File: src/rtl/dsp_chk_fifo.sv
// Synchronous FIFO for expected results; a push into a full FIFO is
// accepted when a pop happens at the same edge.
module dsp_chk_fifo #(
  parameter int DW    = 32,
  parameter int DEPTH = 8
) (
  input  logic          clk,
  input  logic          rst,
  input  logic          flush,
  input  logic          push,
  input  logic          pop,
  input  logic [DW-1:0] wdata,
  output logic [DW-1:0] rdata,
  output logic          full,
  output logic          empty
);

  localparam int AW = $clog2(DEPTH);

  logic [DW-1:0] mem [DEPTH];
  logic [AW-1:0] wr_ptr;
  logic [AW-1:0] rd_ptr;
  logic [AW:0]   count;
  logic          do_push;
  logic          do_pop;

  assign full    = (count == (AW+1)'(DEPTH));
  assign empty   = (count == '0);
  assign do_pop  = pop && !empty;
  assign do_push = push && (!full || do_pop);
  assign rdata   = mem[rd_ptr];

  always_ff @(posedge clk) begin
    if (rst || flush) begin
      wr_ptr <= '0;
      rd_ptr <= '0;
      count  <= '0;
    end else begin
      if (do_push) wr_ptr <= wr_ptr + 1'b1;
      if (do_pop)  rd_ptr <= rd_ptr + 1'b1;
      case ({do_push, do_pop})
        2'b10:   count <= count + 1'b1;
        2'b01:   count <= count - 1'b1;
        default: count <= count;
      endcase
    end
  end

  // Storage carries no reset; the pointers alone define what is valid.
  always_ff @(posedge clk) begin
    if (do_push && !(rst || flush)) mem[wr_ptr] <= wdata;
  end

endmodule

File: config.mk
export PLATFORM = sky130hd
export DESIGN_NAME = dsp_chk_fifo
export DESIGN_NICKNAME = d
export VERILOG_FILES = /design/src/rtl/dsp_chk_fifo.sv
export SDC_FILE = /design/constraint.sdc
export NUM_CORES = 1
export LEC_CHECK = 0
export CORE_MARGIN = 4
export CORE_UTILIZATION = 50
export CTS_CLUSTER_DIAMETER = 200
export DETAILED_ROUTE_END_ITERATION = 8
export PLACE_DENSITY_LB_ADDON = 0.25
export SLEW_MARGIN = 40
export SYNTH_ARGS = -nofsm -noshare
export SYNTH_HDL_FRONTEND = slang
export SYNTH_SLANG_ARGS = --single-unit
File: constraint.sdc
create_clock -name clk -period 12 [get_ports clk]
set_input_delay 2.4 -clock clk [delete_from_list [all_inputs] [get_ports clk]]
set_output_delay 2.4 -clock clk [all_outputs]
set_load 0.02 [all_outputs]
==> metrics list, run 1 <==
- The flow ran to the end, and the final reports show no timing, DRC or antenna violations.
- Leading cell types by total area after synthesis: edfxtp_1 73%, mux4_2 7.7%, mux4_1 7.0%, dfxtp_1 2.5%, mux2_4 2.3%
- For this run, the number of standard cells in the final layout without fillers is ~840.
* Worst Hold Slack: 0.531 ns
- Max Root-Sink Buffers: 3
- In this run the power spent charging and discharging nets is 375 µW.
- The number of antenna violations at the first check in global routing came to 0.
- The net count of the finished layout is ~590.
- Final hold violation count: 0
* Share of final-layout standard cells stronger than drive strength 1: 0.240
- Data on the critical path arrives at its endpoint at 3.05 ns.
- The max-slew violation count is 0.
- For flop-to-flop paths, the worst setup slack is between 9 and 10 ns.
* Setup repair after global routing missed its margin: false
- In this run the vertical extent of the chip is about 150 µm.
- Die area: around 23000 µm²
- The multi-input combinational cells in the finished layout cover a total of around 2500 µm².
- The first global-routing pass estimated 28700 µm of wire.
* Clock-pin slew reported for the worst setup and hold paths after clock tree synthesis: around 0.060 ns
* Clk network pwr share: 0.441
- The startpoint identified for the worst register-to-register timing path is count[1].
- Average wire per cell in the routed design: ~22 µm
* Number of placement rows: 52
- Synthesized instance count: 455
- STA classifies the critical path endpoint as a primary output.
- Overflow left after global routing: 0
* Setup TNS after final layout: 0 ns
* Vias/cell: 5.59
* Initial core utilization: 0.514
- Postcts setup bufs: 0
- Clock tree skew after final layout: 0.00941 ns
* Worst slew margin relative to its limit: 0.518
- Of the post-synthesis cell area, the dominant cell type holds 0.730.
- Once layout is complete, the utilization of the core stands at 0.613.
- Hold repair after CTS inserted 0 buffers.
- The cell sitting at the root of the clock tree is a clkbuf_16.
- Number of cells on the worst reg-to-reg path: 5
- Sequential cell area: between 7000 and 8000 µm²
* Sum of net half-perimeters after detailed placement: between 10000 and 15000 µm
- The total area inside the core boundary comes to approximately 20000 µm².
- Once placement completed, the tool counted placed cells totaling around 790.
* Data required time of the critical path: about 9.6 ns
- Critical-path maximum fanout: slightly below 60
- Pin count of the biggest net entering global routing: 60
- Number of resized instances in the post-cts repair step: 0
- The die is between 150 and 200 µm wide.
- Hold Crit Start: rd_ptr[2]
- Sw frac: 0.187
* Overall global routing resource usage: 0.157
- Setup violations remaining at the end of the flow were counted as 0.
- Dividing the final minimum period by the clock period gives 0.454.
- At the pin with the least slew margin, the transition time is just over 0.7 ns.
* Number of warnings reported in the yosys synthesis log: 0
* Hold-critical path depth: 2
* Number of remaining DRC errors: 0
* Highest ir drop seen on vdd: between 0.1 and 0.15 mV
- Worst-skew pair later-pin latency: approximately 0.52 ns
* Total routed wirelength: approximately 18000 µm
* Number of violations of the max-capacitance limit: 0
- In this run the number of H-tree levels came out at 1.
* Fmax achieved: between 0.15 and 0.2 GHz
* Layout area overhead: 19.3%
- TritonCTS built the clock tree.
* Worst r2r dst: mem[4][18]
* Post-synth design cell area: 10500 µm²
* Share of the yosys chip area belonging to registers: 0.755
* Int Power: roughly 1600 µW
- The biggest area contributor in the post-synthesis netlist is edfxtp_1.
- The worst setup path is of the reg -> out kind.
* Sink Count: roughly 270
* Kind of launch point of the worst setup path: flip-flop
* Post-synthesis register bit count: about 270
* Vias: approximately 4700
- Number of buffers inserted by port buffering: 70
- Final period demand of the worst path: between 5 and 6 ns
- Pin placement for this block handled 71 I/O pins.
- The number of global-route vias before repair was between 5000 and 6000.
- Total iterations of the first detailed-routing run: 4
- Type of the tightest min-delay check: reg -> reg
- Each instance of the synthesized netlist takes up on average roughly 23 µm².
- Leak pwr: between 0.003 and 0.004 µW
- Cts bufs inserted: 28
- Combinational fraction of design power: 0.041
- Filler cell count in the final layout: roughly 1400
- Final weighted congestion in routability-driven placement: approximately 0.72
- Dividing total power by cell area gives a power density of 159 nW/µm².
* Number of nets produced by synthesis: between 400 and 500
* 1st-iter DRT viols: between 200 and 300
- Of the total power, registers draw 0.518.
- Once detail routing completed, the nets flagged for antenna violations numbered 0.
- The synthesized netlist contains 38 unique library cells.
## worst max-delay path by stage
stage | endpoint | depth (start not counted)
2_1_floorplan | mem[4][0] | 5
3_3_place_gp | mem[4][28] | 6
3_5_place_dp | mem[4][28] | 6
4_1_cts | rdata[1] | 4
5_1_grt | rdata[4] | 4
6_report | rdata[1] | 4
## Yosys cell counts
cell type  count
and4_1         1
xor2_1         3
o311a_1        1
buf_6          6
o211ai_1       2
a211oi_1       2
or3_4          1
mux4_1        28
ha_1           4
nand2b_1       4
nand2_1        2
o21ai_2        2
or3_1          2
clkbuf_2       1
buf_2          9
inv_1          5
nand4_1        1
a31oi_1        1
and2_1         1
a21oi_1        2
o21bai_1       1
nor2_1        18
o31a_1         1
nand3_1        1
mux2i_1        3
dfxtp_1       13
edfxtp_1     256
xnor2_1        4
nand3b_1       1
or2_2          1
clkbuf_1       4
mux2_4        16
mux4_2        36
mux2_2        16
a211oi_2       1
nor3_1         3
fa_1           1
buf_12         1
## layer usage
layer | share of wire | global-route usage
met1 | 0.43 | 0.210
met2 | 0.52 | 0.272
met3 | 0.038 | 0.0274
met4 | 0.014 | 0.0386
met5 | 0 | 0
## worst max-delay path: stages (launching register included)
cell and delay (ns):
dfxtp_4 0.41, clkbuf_8 0.56, mux4_1 0.64, mux2_2 0.29, clkdlybuf4s50_1 0.54
## layout make-up
cell class                      count  area share
Clock inverter                     15      0.0168
Antenna cell                        1    0.000199
Tap cell                          270      0.0269
Inverter                            5     0.00149
Sequential cell                   269       0.634
Multi-Input combinational cell    160       0.197
Timing Repair Buffer               81      0.0639
Clock buffer                       37      0.0602
## kinds of logic after synthesis
logic type | Yosys count | synth area share
flops | 269 | 0.755
xor+xnor | 7 | 0.00582
fa+ha+maj | 5 | 0.00666
buf+inv | 26 | 0.0163
compound gates | 13 | 0.00974
mux | 99 | 0.190
simple gates | 36 | 0.0170
## power by group through the flow
| stage | registers (µW) | logic [µW] | clock network, µW |
|---|---|---|---|
| after global placement | 1060 | 79.7 | 0 |
| after floorplan | 1060 | 44.7 | 0 |
| after detailed placement | 1060 | 82.6 | 0 |
| final | 1040 | 81.7 | 883 |
| after CTS | 1040 | 82.9 | 904 |
| after global routing | 1040 | 88.1 | 943 |
## cell usage in the layout, fill, tap and decap left out, types with 4 or more instances in the layout
cell type,instances
ha_1,4
clkdlybuf4s50_1,70
bufinv_16,5
nor2_1,12
nand2b_1,4
mux2_2,16
mux2_4,16
buf_4,9
inv_1,5
dfxtp_1,10
clkbuf_16,29
mux4_2,36
edfxtp_1,256
nor2_4,6
clkbuf_1,8
mux4_1,28
xnor2_1,4
## flip-flops by register name (all words and copies together), names as in the netlist, named ones only
| signal | count |
|---|---|
| rd_ptr | 3 |
| count | 4 |
| wr_ptr | 3 |
| mem | 256 |
## stage by stage
| step | instance area (µm²) | setup slack (ns) | power [µW] |
|---|---|---|---|
| after floorplan | 10500 | 6.15 | 1100 |
| after global placement | 11600 | 6.44 | 1140 |
| after detailed placement | 11600 | 6.73 | 1140 |
| after CTS | 12600 | 6.44 | 2020 |
| after global routing | 12600 | 6.42 | 2070 |
| final | 12600 | 6.55 | 2000 |
Note: power is estimated with default switching activity, not from simulation.
==> run 2: changes to the inputs <==
clock period = 5.2 ns   (was 12 ns; I/O delays follow)
==> run 2 against run 1 <==
  * Critical path depth is the same
  * Global-route usage grew 0.22 points
  * Clock power grew 88%
  * Hold slack gained 0.0083 ns
  * Clock-buffer cell count is the same
  * Non-clock buffer count grew 6
  * Sequential power grew 130%
  * Combinational power grew 130%
  * Design area shrank 0.28%
  * Largest cell class unchanged
  * Highest routed layer unchanged
==> metrics list, run 2 (synthesized netlist as in run 1, its figures left out) <==
- Result of the run: completed
- The worst slew margin relative to its limit is 0.479 (-0.0385).
* Vias in the first global route: 5098 (+0.45%)
- Number of remaining DRC errors: 0 (unchanged)
* Largest registers in the final layout: mem: 256 flops, count: 4 flops
* Crit end category: primary output
* Fmax achieved: between 0.2 and 0.25 GHz
- I/O pin count: 71 (unchanged)
- Horizontal die dimension: 153 µm (unchanged)
* Total routed wirelength: 18500 µm (about the same)
- Sequential cell area: 7960 µm² (about the same)
- TritonCTS built the clock tree.
- 1st-iter DRT viols: 238 (-11%)
- The worst clock skew was 0.00623 ns (-0.00319 ns).
- Number of cells on the worst reg-to-reg path: 5 (unchanged)
- Final weighted congestion in routability-driven placement: 0.699 (-3.5%)
- Overflow left after global routing: 0 (unchanged)
- Final nets: 591 (+0.68%)
* Highest ir drop seen on vdd: 0.215 mV (+90%)
* Setup TNS after final layout: 0 ns (unchanged)
- Layout Utilization: 0.611 (-0.00171)
- The max-capacitance violation count came to 0 (unchanged).
- Area inside the core boundary: 20500 µm² (unchanged)
* Overall global routing resource usage: 0.159 (+0.00221)
- Share of final-layout standard cells stronger than drive strength 1: 0.229 (-0.0106)
- The routed via count divided by cell count is 5.62 (+0.61%).
- Setup violation total in the final timing report: 0 (unchanged)
* Sum of net half-perimeters after detailed placement: 11400 µm (+14%)
* Quantity of hold-fixing buffers added after cts: 0 (unchanged)
* Worst Hold Slack: 0.539 ns (+0.00826 ns)
* Diode insertion count for antenna repair: 0 (-1)
- The clock latency on the worst-skew pair is 0.51 ns (about the same).
- The number of flip-flops under the largest register name is 256 (unchanged).
* Die area: 23400 µm² (unchanged)
* Initial core utilization: 0.514 (unchanged)
* Number of antenna violations at the first check in global routing: 0 (unchanged)
- For the finished layout, the period the worst path requires is 4.15 ns.
- Hold-critical path depth: 2 (unchanged)
* Multi-input logic area: 2460 µm² (-0.25%)
* Post-route antenna net violation count: 0 (unchanged)
- Total iterations of the first detailed-routing run: 4 (unchanged)
* Number of buffers inserted by port buffering: 70 (unchanged)
- Power density of the placed cells: 339 nW/µm² (+110%)
- Clock-pin slew reported for the worst setup and hold paths after clock tree synthesis: 0.06 ns (about the same)
- Crit Path Class: reg -> out
- Setup repair after global routing left no endpoint under its margin.
- Area of placed instances: 11800 µm² (+1.6%)
- The leakage dissipation was 0.00395 µW (-0.59%).
- The number of filler cells placed in the layout came to 1429 (+0.78%).
- Layout area overhead: 18.9%
- The library cell used most frequently in the layout, excluding fill and tap cells, is edfxtp_1.
* Vias: 4706 (+0.49%)
- The wire length of the first global-routing pass came to 29300 µm (+2.1%).
* CP arrival: 3.11 ns (+0.06 ns)
* Sink Count: 269 (unchanged)
* Pin slew with the least headroom to its limit: 0.781 ns (+0.0600 ns)
- The overall power consumption is 4240 µW (+110%).
- Pin count of the biggest net entering global routing: 42 (-30%)
* Number of resized instances in the post-cts repair step: 0 (unchanged)
* Cts bufs inserted: 26 (-7.1%)
* Die height: 153 µm (unchanged)
* H-tree depth reported by CTS: 1 (unchanged)
- Crit share post-route: 0.799
- CTS root buffer: clkbuf_16
- The max-slew violation count is 0 (unchanged).
- Final design area excluding fillers: 12500 µm² (-0.28%)
- Average wire per cell in the routed design: 22.1 µm (+0.14%)
- Postcts setup bufs: 0 (unchanged)
* Max Root-Sink Buffers: 3 (unchanged)
- In this run the worst hold path is classified as reg -> reg.
* Number of placement rows: 52 (unchanged)
- The register with the most flip-flops in the final layout is mem.
- Data required time of the critical path: 4.16 ns (-5.44 ns)
- Highest-count cells in the layout ignoring fill and taps: 256 x edfxtp_1, 70 x clkdlybuf4s50_1, 36 x mux4_2, 28 x mux4_1, 27 x clkbuf_16
- Kind of launch point of the worst setup path: flip-flop
- The count of endpoints failing hold in the final timing report was 0 (unchanged).
- Critical-path maximum fanout: 41 (-31%)
run 2: cell types whose count changed in the layout (fill, tap and decap cells not counted), sizes merged:
cell / change
buf: +7
bufinv: -5
clkinv: +2
clkinvlp: -2
clkbuf: -1
diode: -1
inv: -1
run 2: metal layers:
| metal | vias up | global-route usage | routed length, µm |
|---|---|---|---|
| met2 | 109 | 0.277 | 9570 |
| met4 | 0 | 0.0335 | 224 |
| met5 | - | 0 | 0 |
| met1 | 2465 | 0.215 | 7930 |
| li1 | 2113 | - | - |
| met3 | 19 | 0.0263 | 755 |
run 2: metrics by stage:
step | std cells | setup WS [ns]
after floorplan | 455 | 0.706
after global placement | 780 | 1.41
after detailed placement | 791 | 1.43
after CTS | 837 | 0.960
after global routing | 837 | 0.857
final | 837 | 1.05
run 2: worst paths after layout:
check / to / slack (ns) / from
hold reg to reg: rd_ptr[2] / 0.54 / rd_ptr[2]
hold / removal: rd_ptr[2] / 0.54 / rd_ptr[2]
setup / recovery: rdata[0] / 1.05 / flip-flop
setup reg to reg: mem[2][26] / 2.66 / count[0]
run 2: layout make-up:
type	count	area share
flip-flops and latches	269	0.636
multi-input cells	160	0.197
repair buffers	87	0.0791
clock buffers	37	0.0570
well taps	270	0.0270
clock inverters	9	0.00290
inverters	5	0.00150
run 2: worst max-delay path, stage by stage (launching register included):
cell and delay [ns]:
dfxtp_4 0.84, buf_12 0.31, mux4_1 0.57, mux2_2 0.30, clkdlybuf4s50_1 0.54
run 2: where the power goes:
| group | leakage (µW) | internal, µW | switching, µW |
|---|---|---|---|
| registers | 0.00241 | 2380 | 13.8 |
| clock network | 0.000363 | 946 | 711 |
| logic | 0.00117 | 98.2 | 87.6 |
| total | 0.00395 | 3430 | 813 |
==> run 3: changes to the inputs <==
clock period = 4.1 ns   (was 5.2 ns; I/O delays follow)
==> run 3 against run 2 <==
  * Cell count rose by 0.48%
  * Clock-buffer cell count decreased by 1
  * Design area rose by 0.14%
  * First-iteration DRC count grew 47%
  * Hold slack better by 0.012 ns
  * Largest cell class unchanged
  * Clock skew grew 0.0088 ns
  * Flip-flop and latch count stayed put
  * Sequential power rose by 27%
  * Utilization up 0.085 points
  * Register-to-register slack worse by 1.1 ns
  * Wire length is 2.5% higher
==> metrics list, run 3 (synthesized netlist as in run 1, its figures left out) <==
- The flow ran to the end, and the final reports show no timing, DRC or antenna violations.
- The effective utilization at floorplan came to 0.514 (unchanged).
* Worst-skew pair later-pin latency: 0.53 ns (+0.02 ns)
* Highest-count cells in the layout ignoring fill and taps: 256 x edfxtp_1, 70 x clkdlybuf4s50_1, 36 x mux4_2, 29 x clkbuf_16, 28 x mux4_1
- 1st-iter DRT viols: 350 (+47%)
- Clock-pin slew reported for the worst setup and hold paths after clock tree synthesis: 0.06 ns (about the same)
* Crit share post-route: 0.914
- Data required time of the critical path: 3.28 ns (-0.88 ns)
- The half-perimeter wire length after placement is 11300 µm (-0.83%).
* Hold Crit Start: rd_ptr[2]
* Number of violations of the max-capacitance limit: 0 (unchanged)
* Clock tree skew after final layout: 0.0150 ns (+0.00882 ns)
* Power density of the placed cells: 441 nW/µm² (+30%)
- I/O pin count: 71 (unchanged)
* Vias/cell: 5.73 (+1.8%)
- The hold buffer count at CTS is 0 (unchanged).
- Max-slew violation count: 0 (unchanged)
- The global-route usage over all layers came to 0.163 (+0.00392).
- The number of cell rows was 52 (unchanged).
* Die height: 153 µm (unchanged)
- Setup violation total in the final timing report: 0 (unchanged)
- The slew at the pin with the worst max-slew slack was 0.620 ns (-0.161 ns).
* Worst slew margin relative to its limit: 0.585 (+0.106)
* Final weighted congestion in routability-driven placement: 0.717 (+2.6%)
- The overall power consumption was 5530 µW (+30%).
- The number of CTS-inserted buffers was 28 (+7.7%).
* Layout area overhead: 19.1%
* Crit Path Class: reg -> out
- The layout net count came to 594 (+0.51%).
- H-tree depth reported by CTS: 1 (unchanged)
* Final hold violation count: 0 (unchanged)
* Type of the tightest min-delay check: reg -> reg
* Setup TNS after final layout: 0 ns (unchanged)
- The total congestion overflow after global routing was 0 (unchanged).
- The number of design rule violations left after detail routing was 0 (unchanged).
- The worst setup path is launched from a flip-flop.
- The data arrival time at the worst-slack endpoint came to 2.93 ns (-0.18 ns).
- The count of antenna diodes in the layout was 0 (unchanged).
* Die area: 23400 µm² (unchanged)
- Number of resized instances in the post-cts repair step: 0 (unchanged)
- For this run, the top clock speed supported by timing is roughly 0.27 GHz.
- Vias: 4815 (+2.3%)
* Leak pwr: 0.00397 µW (+0.39%)
* Pin count of the biggest net entering global routing: 36 (-14%)
- Ranked by flip-flop count, first place goes to mem.
- The count of input and output buffers is 70 (unchanged).
- The maximum clock path buffer count came to 3 (unchanged).
- The worst register-to-register path begins at count[1].
- Horizontal die dimension: 153 µm (unchanged)
- TritonCTS built the clock tree.
* Most common library cell in the layout ignoring fill and taps: edfxtp_1
- In this run the clock root is driven by a clkbuf_16.
- The area of the core came to 20500 µm² (unchanged).
- Setup repair after global routing left no endpoint under its margin.
- The remaining antenna violation count after routing was 0 (unchanged).
* Worst-case register-to-register setup slack: 1.61 ns (-1.05 ns)
- The number of flip-flops under the largest register name came to 256 (unchanged).
- The count of clock tree sinks was 269 (unchanged).
- The worst setup path is captured at a primary output.
- The maximum vdd drop was 0.338 mV (+58%).
* Total iterations of the first detailed-routing run: 4 (unchanged)
- Average wire per cell in the routed design: 22.5 µm (+2.0%)
- Final period demand of the worst path: between 3 and 4 ns
* Total routed wirelength: 18900 µm (+2.5%)
- The number of global-route vias before repair was 5168 (+1.4%).
- The number of antenna violations at the first check in global routing came to 0 (unchanged).
- Critical-path maximum fanout: 22 (-46%)
* Largest registers in the final layout: mem: 256 flops, count: 4 flops
* Share of final-layout standard cells stronger than drive strength 1: 0.243 (+0.0142)
* First-pass GRT wire length: 30100 µm (+2.8%)
* Postcts setup bufs: 0 (unchanged)
[run 3: cell count changes in the layout (fill, tap and decap cells not counted), sizes merged]
cell	previous run	this run
clkinv	9	13
buf	17	18
clkbuf	37	36
[run 3: worst paths after layout]
kind                    end  cells past startpoint
hold / removal    flip-flop                      2
setup reg to reg  mem[3][0]                      5
setup / recovery   rdata[4]                      4
hold reg to reg   flip-flop                      2
[run 3: cell type report]
type / count / area, µm²
fill: 1425 / 7960
sequential: 269 / 7950
multi-input combinational: 160 / 2480
timing repair buffer: 88 / 936
clock buffer: 36 / 752
tap: 270 / 338
clock inverter: 13 / 62.6
inverter: 5 / 18.8
[run 3: per-layer routing]
| metal | up-vias | part of all wire | global-route usage |
|---|---|---|---|
| li1 | 2125 | - | - |
| met4 | 0 | 0.015 | 0.0373 |
| met3 | 23 | 0.051 | 0.0291 |
| met1 | 2552 | 0.44 | 0.233 |
| met2 | 115 | 0.50 | 0.268 |
| met5 | - | 0 | 0 |
[run 3: stage by stage]
stage,hold WS [ns],utilization,cells,setup WS (ns),area (µm²)
after floorplan,0.485,-,455,0.683,10500
after global placement,0.515,0.572,792,0.704,11700
after detailed placement,0.540,0.572,792,0.618,11700
after CTS,0.554,0.612,841,0.301,12500
after global routing,0.573,0.612,841,0.196,12500
final,0.552,0.612,841,0.353,12500
[run 3: power by group]
part / internal (µW) / total [µW] / switching [µW]
Combinational: 125 / 243 / 117
Clock: 1280 / 2250 / 963
Sequential: 3020 / 3040 / 14.3
[run 3: worst max-delay path, cell delays in order, from the launching register on]
cell,delay [ns]
dfxtp_4,0.63
buf_4,0.34
mux4_1,0.62
mux2_4,0.27
clkdlybuf4s50_1,0.53
